File: config.mk
export PLATFORM = sky130hd
export DESIGN_NAME = alu_flag_unit
export DESIGN_NICKNAME = d
export VERILOG_FILES = /design/src/rtl/alu_flag_unit.sv
export SDC_FILE = /design/constraint.sdc
export NUM_CORES = 1
export LEC_CHECK = 0
export BUFFER_PORTS_ARGS = -buffer_cell sky130_fd_sc_hd__buf_2
export CAP_MARGIN = 20
export CELL_PAD_IN_SITES_DETAIL_PLACEMENT = 0
export CELL_PAD_IN_SITES_GLOBAL_PLACEMENT = 1
export CORE_AREA = 4 4 80 82
export DETAILED_ROUTE_END_ITERATION = 12
export DIE_AREA = 0 0 84 86
export HOLD_SLACK_MARGIN = 0.15
export PLACE_DENSITY = 0.83
export SKIP_LAST_GASP = 1
export SLEW_MARGIN = 20
export SYNTH_ARGS = -nofsm -noshare
export SYNTH_HDL_FRONTEND = slang
export SYNTH_SLANG_ARGS = --single-unit
File: constraint.sdc
create_clock -name clk -period 2.6 [get_ports clk]
set_clock_uncertainty 0.2 [all_clocks]
set_input_delay 0 -clock clk [delete_from_list [all_inputs] [get_ports clk]]
set_output_delay 0 -clock clk [all_outputs]
set_load 0.005 [all_outputs]
File: src/rtl/alu_flag_unit.sv
// alu_flag_unit: architectural V/N/Z flag register fed by alu32 on ADD/SUB,
// plus a one-cycle branch-condition evaluator with saturating statistics.
module alu_flag_unit #(
  parameter int unsigned BYPASS    = 1,
  parameter int unsigned CNT_WIDTH = 16
) (
  input  logic                 clk,
  input  logic                 reset,
  input  logic                 alu_valid,
  input  logic [3:0]           alu_control_code,
  input  logic                 v_in,
  input  logic                 n_in,
  input  logic                 z_in,
  input  logic                 cond_valid,
  input  logic [3:0]           cond_code,
  output logic                 cond_ready,
  output logic                 result_valid,
  output logic                 taken,
  output logic                 illegal_cond,
  output logic                 v_flag,
  output logic                 n_flag,
  output logic                 z_flag,
  output logic [CNT_WIDTH-1:0] eval_count,
  output logic [CNT_WIDTH-1:0] taken_count
);

  typedef enum logic [3:0] {
    OP_ADD = 4'b0010,
    OP_SUB = 4'b0110
  } alu_op_e;

  typedef enum logic [3:0] {
    CC_EQ = 4'b0000,
    CC_NE = 4'b0001,
    CC_MI = 4'b0010,
    CC_PL = 4'b0011,
    CC_VS = 4'b0100,
    CC_VC = 4'b0101,
    CC_LT = 4'b0110,
    CC_GE = 4'b0111,
    CC_GT = 4'b1000,
    CC_LE = 4'b1001,
    CC_AL = 4'b1110
  } cond_e;

  logic                 r_v, r_n, r_z;
  logic                 r_result_valid;
  logic                 r_taken;
  logic                 r_illegal;
  logic [CNT_WIDTH-1:0] r_eval_cnt;
  logic [CNT_WIDTH-1:0] r_taken_cnt;

  logic w_fw;
  logic w_ready;
  logic w_accept;
  logic w_ev_v, w_ev_n, w_ev_z, w_ev_x;
  logic w_cond_true;
  logic w_cond_illegal;

  // Flag-write detection, request handshake and evaluation-flag selection
  always_comb begin
    w_fw = alu_valid &
           ((alu_control_code == OP_ADD) | (alu_control_code == OP_SUB));
    if (BYPASS != 0) begin
      w_ready = 1'b1;
      // Forward the flags being written this cycle so the request sees them
      w_ev_v  = w_fw ? v_in : r_v;
      w_ev_n  = w_fw ? n_in : r_n;
      w_ev_z  = w_fw ? z_in : r_z;
    end else begin
      // Interlock: a request colliding with a flag write waits one cycle
      w_ready = ~w_fw;
      w_ev_v  = r_v;
      w_ev_n  = r_n;
      w_ev_z  = r_z;
    end
    w_ev_x   = w_ev_n ^ w_ev_v;
    w_accept = cond_valid & w_ready;
  end

  // Condition-code decode against the selected evaluation flags
  always_comb begin
    w_cond_true    = 1'b0;
    w_cond_illegal = 1'b0;
    case (cond_code)
      CC_EQ:   w_cond_true = w_ev_z;
      CC_NE:   w_cond_true = ~w_ev_z;
      CC_MI:   w_cond_true = w_ev_n;
      CC_PL:   w_cond_true = ~w_ev_n;
      CC_VS:   w_cond_true = w_ev_v;
      CC_VC:   w_cond_true = ~w_ev_v;
      CC_LT:   w_cond_true = w_ev_x;
      CC_GE:   w_cond_true = ~w_ev_x;
      CC_GT:   w_cond_true = ~w_ev_z & ~w_ev_x;
      CC_LE:   w_cond_true = w_ev_z | w_ev_x;
      CC_AL:   w_cond_true = 1'b1;
      default: w_cond_illegal = 1'b1;
    endcase
  end

  // Architectural flag register: loads only on ADD/SUB with valid ALU result
  always_ff @(posedge clk) begin
    if (reset) begin
      r_v <= 1'b0;
      r_n <= 1'b0;
      r_z <= 1'b0;
    end else if (w_fw) begin
      r_v <= v_in;
      r_n <= n_in;
      r_z <= z_in;
    end
  end

  // Registered decision: pulse result_valid per accept, hold taken/illegal otherwise
  always_ff @(posedge clk) begin
    if (reset) begin
      r_result_valid <= 1'b0;
      r_taken        <= 1'b0;
      r_illegal      <= 1'b0;
    end else begin
      r_result_valid <= w_accept;
      if (w_accept) begin
        r_taken   <= w_cond_true;
        r_illegal <= w_cond_illegal;
      end
    end
  end

  // Saturating evaluation and taken counters
  always_ff @(posedge clk) begin
    if (reset) begin
      r_eval_cnt  <= '0;
      r_taken_cnt <= '0;
    end else if (w_accept) begin
      if (r_eval_cnt != '1) r_eval_cnt <= r_eval_cnt + 1'b1;
      if (w_cond_true && (r_taken_cnt != '1)) r_taken_cnt <= r_taken_cnt + 1'b1;
    end
  end

  assign cond_ready   = w_ready;
  assign result_valid = r_result_valid;
  assign taken        = r_taken;
  assign illegal_cond = r_illegal;
  assign v_flag       = r_v;
  assign n_flag       = r_n;
  assign z_flag       = r_z;
  assign eval_count   = r_eval_cnt;
  assign taken_count  = r_taken_cnt;

endmodule

==> flow_metrics.py, run 1 <==
metrics = {
    "status": {
        "outcome": "completed",
    },
    "placement": {
        "hpwl_microns": 3370,
        "pre_cts_slack_ns": 0.108,
        "place_area_sq_um": 2440,
        "io_buffer_count": 51,
        "post-place-cells": 376,
        "globalplace.congestion": 0.748,
    },
    "synth": {
        "yosys-top-cells-area": "dfxtp_1 36%, nor2_1 7.7%, mux2_2 5.9%",
        "syn-num-nets": 275,
        "synth_cell_type_count": 40,
        "ys_ff_latch": 38,
        "synth_seq_area_share_pct": 36.1,
        "netlist_instances": 258,
        "synth_edf_count": 0,
        "syn-cell-area_sq_um": 2110,
        "synth_ff_type": "dfxtp_1",
        "yosysMostFrequentCell": "nor2_1",
        "synth_warnings": 0,
        "synthArstFlopShare_pct": 0,
        "netlist.area_leader.share_pct": 36.1,
        "synthTopCellsByCount": "43 x nor2_1, 38 x dfxtp_1, 15 x nand2_1",
        "syn_area_per_cell_sq_um": 8.17,
        "synth_top_cell_by_area": "dfxtp_1",
    },
    "final_layout": {
        "post-route-util_pct": 45.6,
        "area_growth_pct": 24.5,
        "drive_gt1_share_pct": 24.6,
        "final_area_sq_um": 2620,
        "instances_no_fill": 392,
        "antenna_cells": 0,
        "layout.nets": 335,
    },
    "clock_tree": {
        "cts_sinks": 38,
        "cts_root_buffer": "clkbuf_8",
        "cts-resized-gates": 0,
        "path_clk_slew_ns": 0.07,
        "insertion_delay_ns": 0.28,
        "numCtsBuffers": 5,
        "clock_path_buffers": 2,
        "postCtsHoldBufs": 10,
        "cts_tree": "done",
        "cts_setup_buffers": 0,
        "h-tree-depth": 2,
    },
    "worst_hold_path": {
        "hold_path_depth": 5,
        "hp-start": "cond_code[0]",
        "hold-path-endpoint": "taken",
        "hold_path.class": "in -> reg",
    },
    "global_routing": {
        "overflow": 0,
        "grt_first_pass_wirelength_microns": 8050,
        "top_usage_layer": "met2",
        "track_usage_pct": 13.1,
        "use_met3_pct": 2.40,
        "first_global_vias": 1837,
        "met2_usage_pct": 21.8,
        "grtUsageMet1_pct": 16.7,
        "grt_max_degree": 51,
        "antenna_found_initial": 0,
    },
    "power": {
        "power_density_nw_per_um2": 427,
        "leakagePower_nw": 1.11,
        "finalPower_mw": 1.12,
        "peakVddDrop_mv": 0.177,
    },
    "setup_path": {
        "worstRegToRegCells": 8,
        "critPathArrivalTime_ns": 2.30,
        "cp.required_ns": 2.58,
        "critPathKind": "reg -> reg",
        "r2r-end": "taken_count[6]",
        "path_max_fanout": 20,
        "r2r_slack_ns": 0.27,
        "critPathLaunchType": "register",
        "r2r-start": "v_flag",
        "cp-end-kind": "register",
    },
    "floorplanning": {
        "core_sq_um": 5750,
        "die_area_sq_um": 7220,
        "chipWidth_microns": 84,
        "rows": 28,
        "initial_core_util_pct": 36.7,
        "dieHeight_microns": 86,
        "io_pins": 54,
    },
    "sta": {
        "rsz0062_at_grt": "false",
        "max_freq_mhz": 430,
        "period_minus_slack_ns": 2.33,
        "setup_viol": 0,
        "layout_setup_ws_ns": 0.274,
        "setup-tns-final_ns": 0,
        "slew-limit-headroom_pct": 42.6,
        "min_period_over_period_pct": 89.5,
        "drv_slew": 0,
        "hold_slack_ns": 0.162,
        "hold_viol": 0,
        "tightest_slew_ns": 0.862,
    },
    "job": {
        "maxCapViolCount": 0,
    },
    "detailed_routing": {
        "antenna_left": 0,
        "num_vias": 2015,
        "drt_iter0_drc": 63,
        "drt-vias-per-instance": 5.14,
        "finalWirelength_microns": 4710,
        "routedWlPerCell_microns": 12.0,
        "drtPass1Iterations": 5,
        "drc_errors": 0,
    },
}
-- worst max-delay path: stages (launching register included) --
cell and delay (ns):
dfxtp_1 0.42, xor2_1 0.19, nor3_1 0.08, or3_1 0.36, nand3_1 0.10, nor3_2 0.06
buf_12 0.16, nor4_1 0.27, mux2_2 0.37
-- metal layers --
layer | vias up | wire length [microns]
met2 | 48 | 2190
met5 | - | 0
met3 | 6 | 224
met4 | 0 | 71
li1 | 1022 | -
met1 | 939 | 2230
-- logic make-up (layout without fill, tap and decap cells) --
kind of cell    Yosys count  in the layout  synth area share [%]
simple gates            137            137                  34.0
flops                    38             38                  36.1
compound gates           26             26                  8.55
buf+inv                  22             81                  4.99
mux                      18             18                  9.20
xor+xnor                 14             14                  5.82
fa+ha+maj                 2              2                  1.19
other cells               1              1                 0.178
-- cell type report --
class,instances,area (sq um)
Fill cell,584,3120
Multi-Input combinational cell,198,1250
Sequential cell,38,761
Timing Repair Buffer,66,405
Tap cell,75,93.8
Clock buffer,6,82.6
Inverter,9,33.8
-- power breakdown --
part	switching, mW	internal (mW)	total (mW)
Combinational	0.0713	0.0560	0.127
Clock	0.190	0.204	0.395
Sequential	0.00840	0.591	0.599
-- state kept, by name, indices dropped and copies added (netlist names) --
name          flops
eval_count       16
taken_count      16
illegal_cond      1
n_flag            1
result_valid      1
taken             1
v_flag            1
z_flag            1
-- cell usage in the layout, fill, tap and decap left out, types with 5 or more instances in the layout --
cell and count:
clkbuf_8 6, mux2_2 11, nand4_1 10, or3_1 5, dfxtp_1 38, and3_1 7
nor2_1 43, nor2b_1 11, nand3_1 12, buf_2 51, nand2_1 15, inv_1 9
xor2_1 9, dlygate4sd3_1 10, xnor2_1 5, a21oi_1 7, o21ai_0 9, nor4_1 6
mux2i_1 7, nor3_1 11
-- how the worst max path moves through the flow --
stage | startpoint | end | slack (ns) | cells past startpoint
5_1_grt | eval_count[2] | eval_count[14] | 0.11 | 8
2_1_floorplan | eval_count[2] | eval_count[8] | 0.29 | 8
4_1_cts | v_flag | taken_count[6] | 0.27 | 8
3_3_place_gp | alu_control_code[3] | taken_count[6] | 0.13 | 9
6_report | v_flag | taken_count[6] | 0.27 | 8
3_5_place_dp | alu_control_code[3] | taken_count[6] | 0.11 | 9
(Power assumes the default switching activity.)
==> run 2, diff against run 1 <==
- CORE_AREA: 4 4 80 82 -> 4 4 102 65
- DIE_AREA: 0 0 84 86 -> 0 0 106 69
==> flow_metrics.py, run 2 (same netlist as run 1, synthesis figures left out) <==
metrics = {
    "status": {
        "outcome": "completed",
    },
    "setup_path": {
        "path_max_fanout": 20,
        "worstRegToRegCells": 8,
        "critPathKind": "reg -> reg",
        "r2r-start": "v_flag",
        "cp.required_ns": 2.58,
        "critPathLaunch": "v_flag",
        "r2r-end": "taken_count[6]",
        "critPathLaunchType": "register",
        "cp-end-kind": "register",
        "r2r_slack_ns": 0.26,
        "crit_end": "taken_count[6]",
        "critPathArrivalTime_ns": 2.32,
    },
    "sta": {
        "tightest_slew_ns": 0.874,
        "hold_viol": 0,
        "period_minus_slack_ns": 2.34,
        "slew-limit-headroom_pct": 41.7,
        "setup_viol": 0,
        "drv_slew": 0,
        "setup-tns-final_ns": 0,
        "rsz0062_at_grt": "false",
        "max_freq_mhz": 427,
        "layout_setup_ws_ns": 0.260,
        "min_period_over_period_pct": 90.0,
    },
    "detailed_routing": {
        "drtPass1Iterations": 6,
        "drc_errors": 0,
        "num_vias": 1999,
        "finalWirelength_microns": 5110,
        "routedWlPerCell_microns": 12.8,
        "drt_iter0_drc": 117,
        "antenna_left": 0,
        "drt-vias-per-instance": 5.01,
    },
    "floorplanning": {
        "chipWidth_microns": 106,
        "initial_core_util_pct": 37.8,
        "core_sq_um": 5570,
        "rows": 21,
        "io_pins": 54,
        "dieHeight_microns": 69,
        "die_area_sq_um": 7310,
    },
    "placement": {
        "place_area_sq_um": 2450,
        "io_buffer_count": 51,
        "globalplace.congestion": 0.807,
        "hpwl_microns": 3690,
        "pre_cts_slack_ns": 0.0933,
    },
    "power": {
        "leakagePower_nw": 1.12,
        "peakVddDrop_mv": 0.145,
        "power_density_nw_per_um2": 435,
    },
    "clock_tree": {
        "cts_root_buffer": "clkbuf_8",
        "insertion_delay_ns": 0.29,
        "clock_path_buffers": 2,
        "cts_tree": "done",
        "h-tree-depth": 2,
        "path_clk_slew_ns": 0.08,
        "numCtsBuffers": 5,
        "cts_sinks": 38,
        "cts_setup_buffers": 0,
    },
    "final_layout": {
        "post-route-util_pct": 47.3,
        "antenna_cells": 0,
        "final_cell_mix": "51 x buf_2, 43 x nor2_1, 38 x dfxtp_1, 15 x nand2_1, 12 x nand3_1",
        "final_area_sq_um": 2640,
        "final_common_cell": "buf_2",
        "area_growth_pct": 25.1,
        "fillers": 578,
        "layout.nets": 335,
        "drive_gt1_share_pct": 25.1,
    },
    "job": {
        "maxCapViolCount": 0,
    },
    "worst_hold_path": {
        "hold_path.class": "in -> reg",
    },
    "global_routing": {
        "overflow": 0,
        "track_usage_pct": 14.5,
        "grt_first_pass_wirelength_microns": 8890,
        "antenna_found_initial": 0,
        "first_global_vias": 1886,
        "grt_max_degree": 51,
    },
}
run 2: cell types whose count changed in the layout (fill, tap and decap cells not counted):
cell           delta
buf_4             +1
clkbuf_1          +1
clkinv_2          +1
dlygate4sd3_1     -1
run 2: area by class of cell:
type                       count  area [sq um]  share of cell area [%]
multi-input combinational    198          1250                    47.3
sequential                    38           761                    28.9
timing repair buffer          66           403                    15.3
tap                           80           100                    3.80
clock buffer                   7          86.3                    3.28
inverter                       9          33.8                    1.28
clock inverter                 1          5.00                   0.190
run 2: through the flow:
stage / std cells / hold WS (ns) / total power [mW]
2_1_floorplan: 258 / -0.0648 / 0.689
3_3_place_gp: 382 / 0.0829 / 0.729
3_5_place_dp: 382 / 0.105 / 0.732
4_1_cts: 399 / 0.161 / 1.17
5_1_grt: 399 / 0.234 / 1.20
6_report: 399 / 0.171 / 1.15
run 2: worst min-delay path by stage:
stage	start	endpoint	slack, ns	depth (start not counted)
after floorplan	cond_valid	result_valid	-0.06	2
after global placement	z_in	z_flag	0.08	3
after detailed placement	z_in	z_flag	0.11	3
after CTS	cond_code[0]	illegal_cond	0.16	4
after global routing	cond_code[0]	taken	0.23	5
final	cond_code[0]	illegal_cond	0.17	4
run 2: worst max-delay path, stage by stage (launching register included):
cell and delay (ns):
dfxtp_1 0.43, xor2_1 0.21, nor3_1 0.08, or3_1 0.37
nand3_1 0.10, nor3_2 0.06, buf_12 0.16, nor4_1 0.27
mux2_2 0.37
run 2: routing by layer:
| layer | vias up | track usage [%] | part of all wire (%) |
|---|---|---|---|
| met1 | 916 | 20.5 | 49 |
| met5 | - | 0 | 0 |
| met4 | 0 | 3.45 | 0.78 |
| met3 | 5 | 3.92 | 7.3 |
| met2 | 54 | 21.8 | 43 |
| li1 | 1024 | - | - |
run 2: where the power goes:
part / switching [mW] / leakage, nW / internal [mW]
sequential: 0.00818 / 0.307 / 0.590
combinational: 0.0733 / 0.762 / 0.0551
clock: 0.206 / 0.0482 / 0.214
total: 0.288 / 1.12 / 0.859
run 2: what timing repair did:
action	CTS	global route
hold buffers	9	0
gates resized for setup	0	0
endpoints found under the hold margin	22	0
setup endpoints to repair	0	0
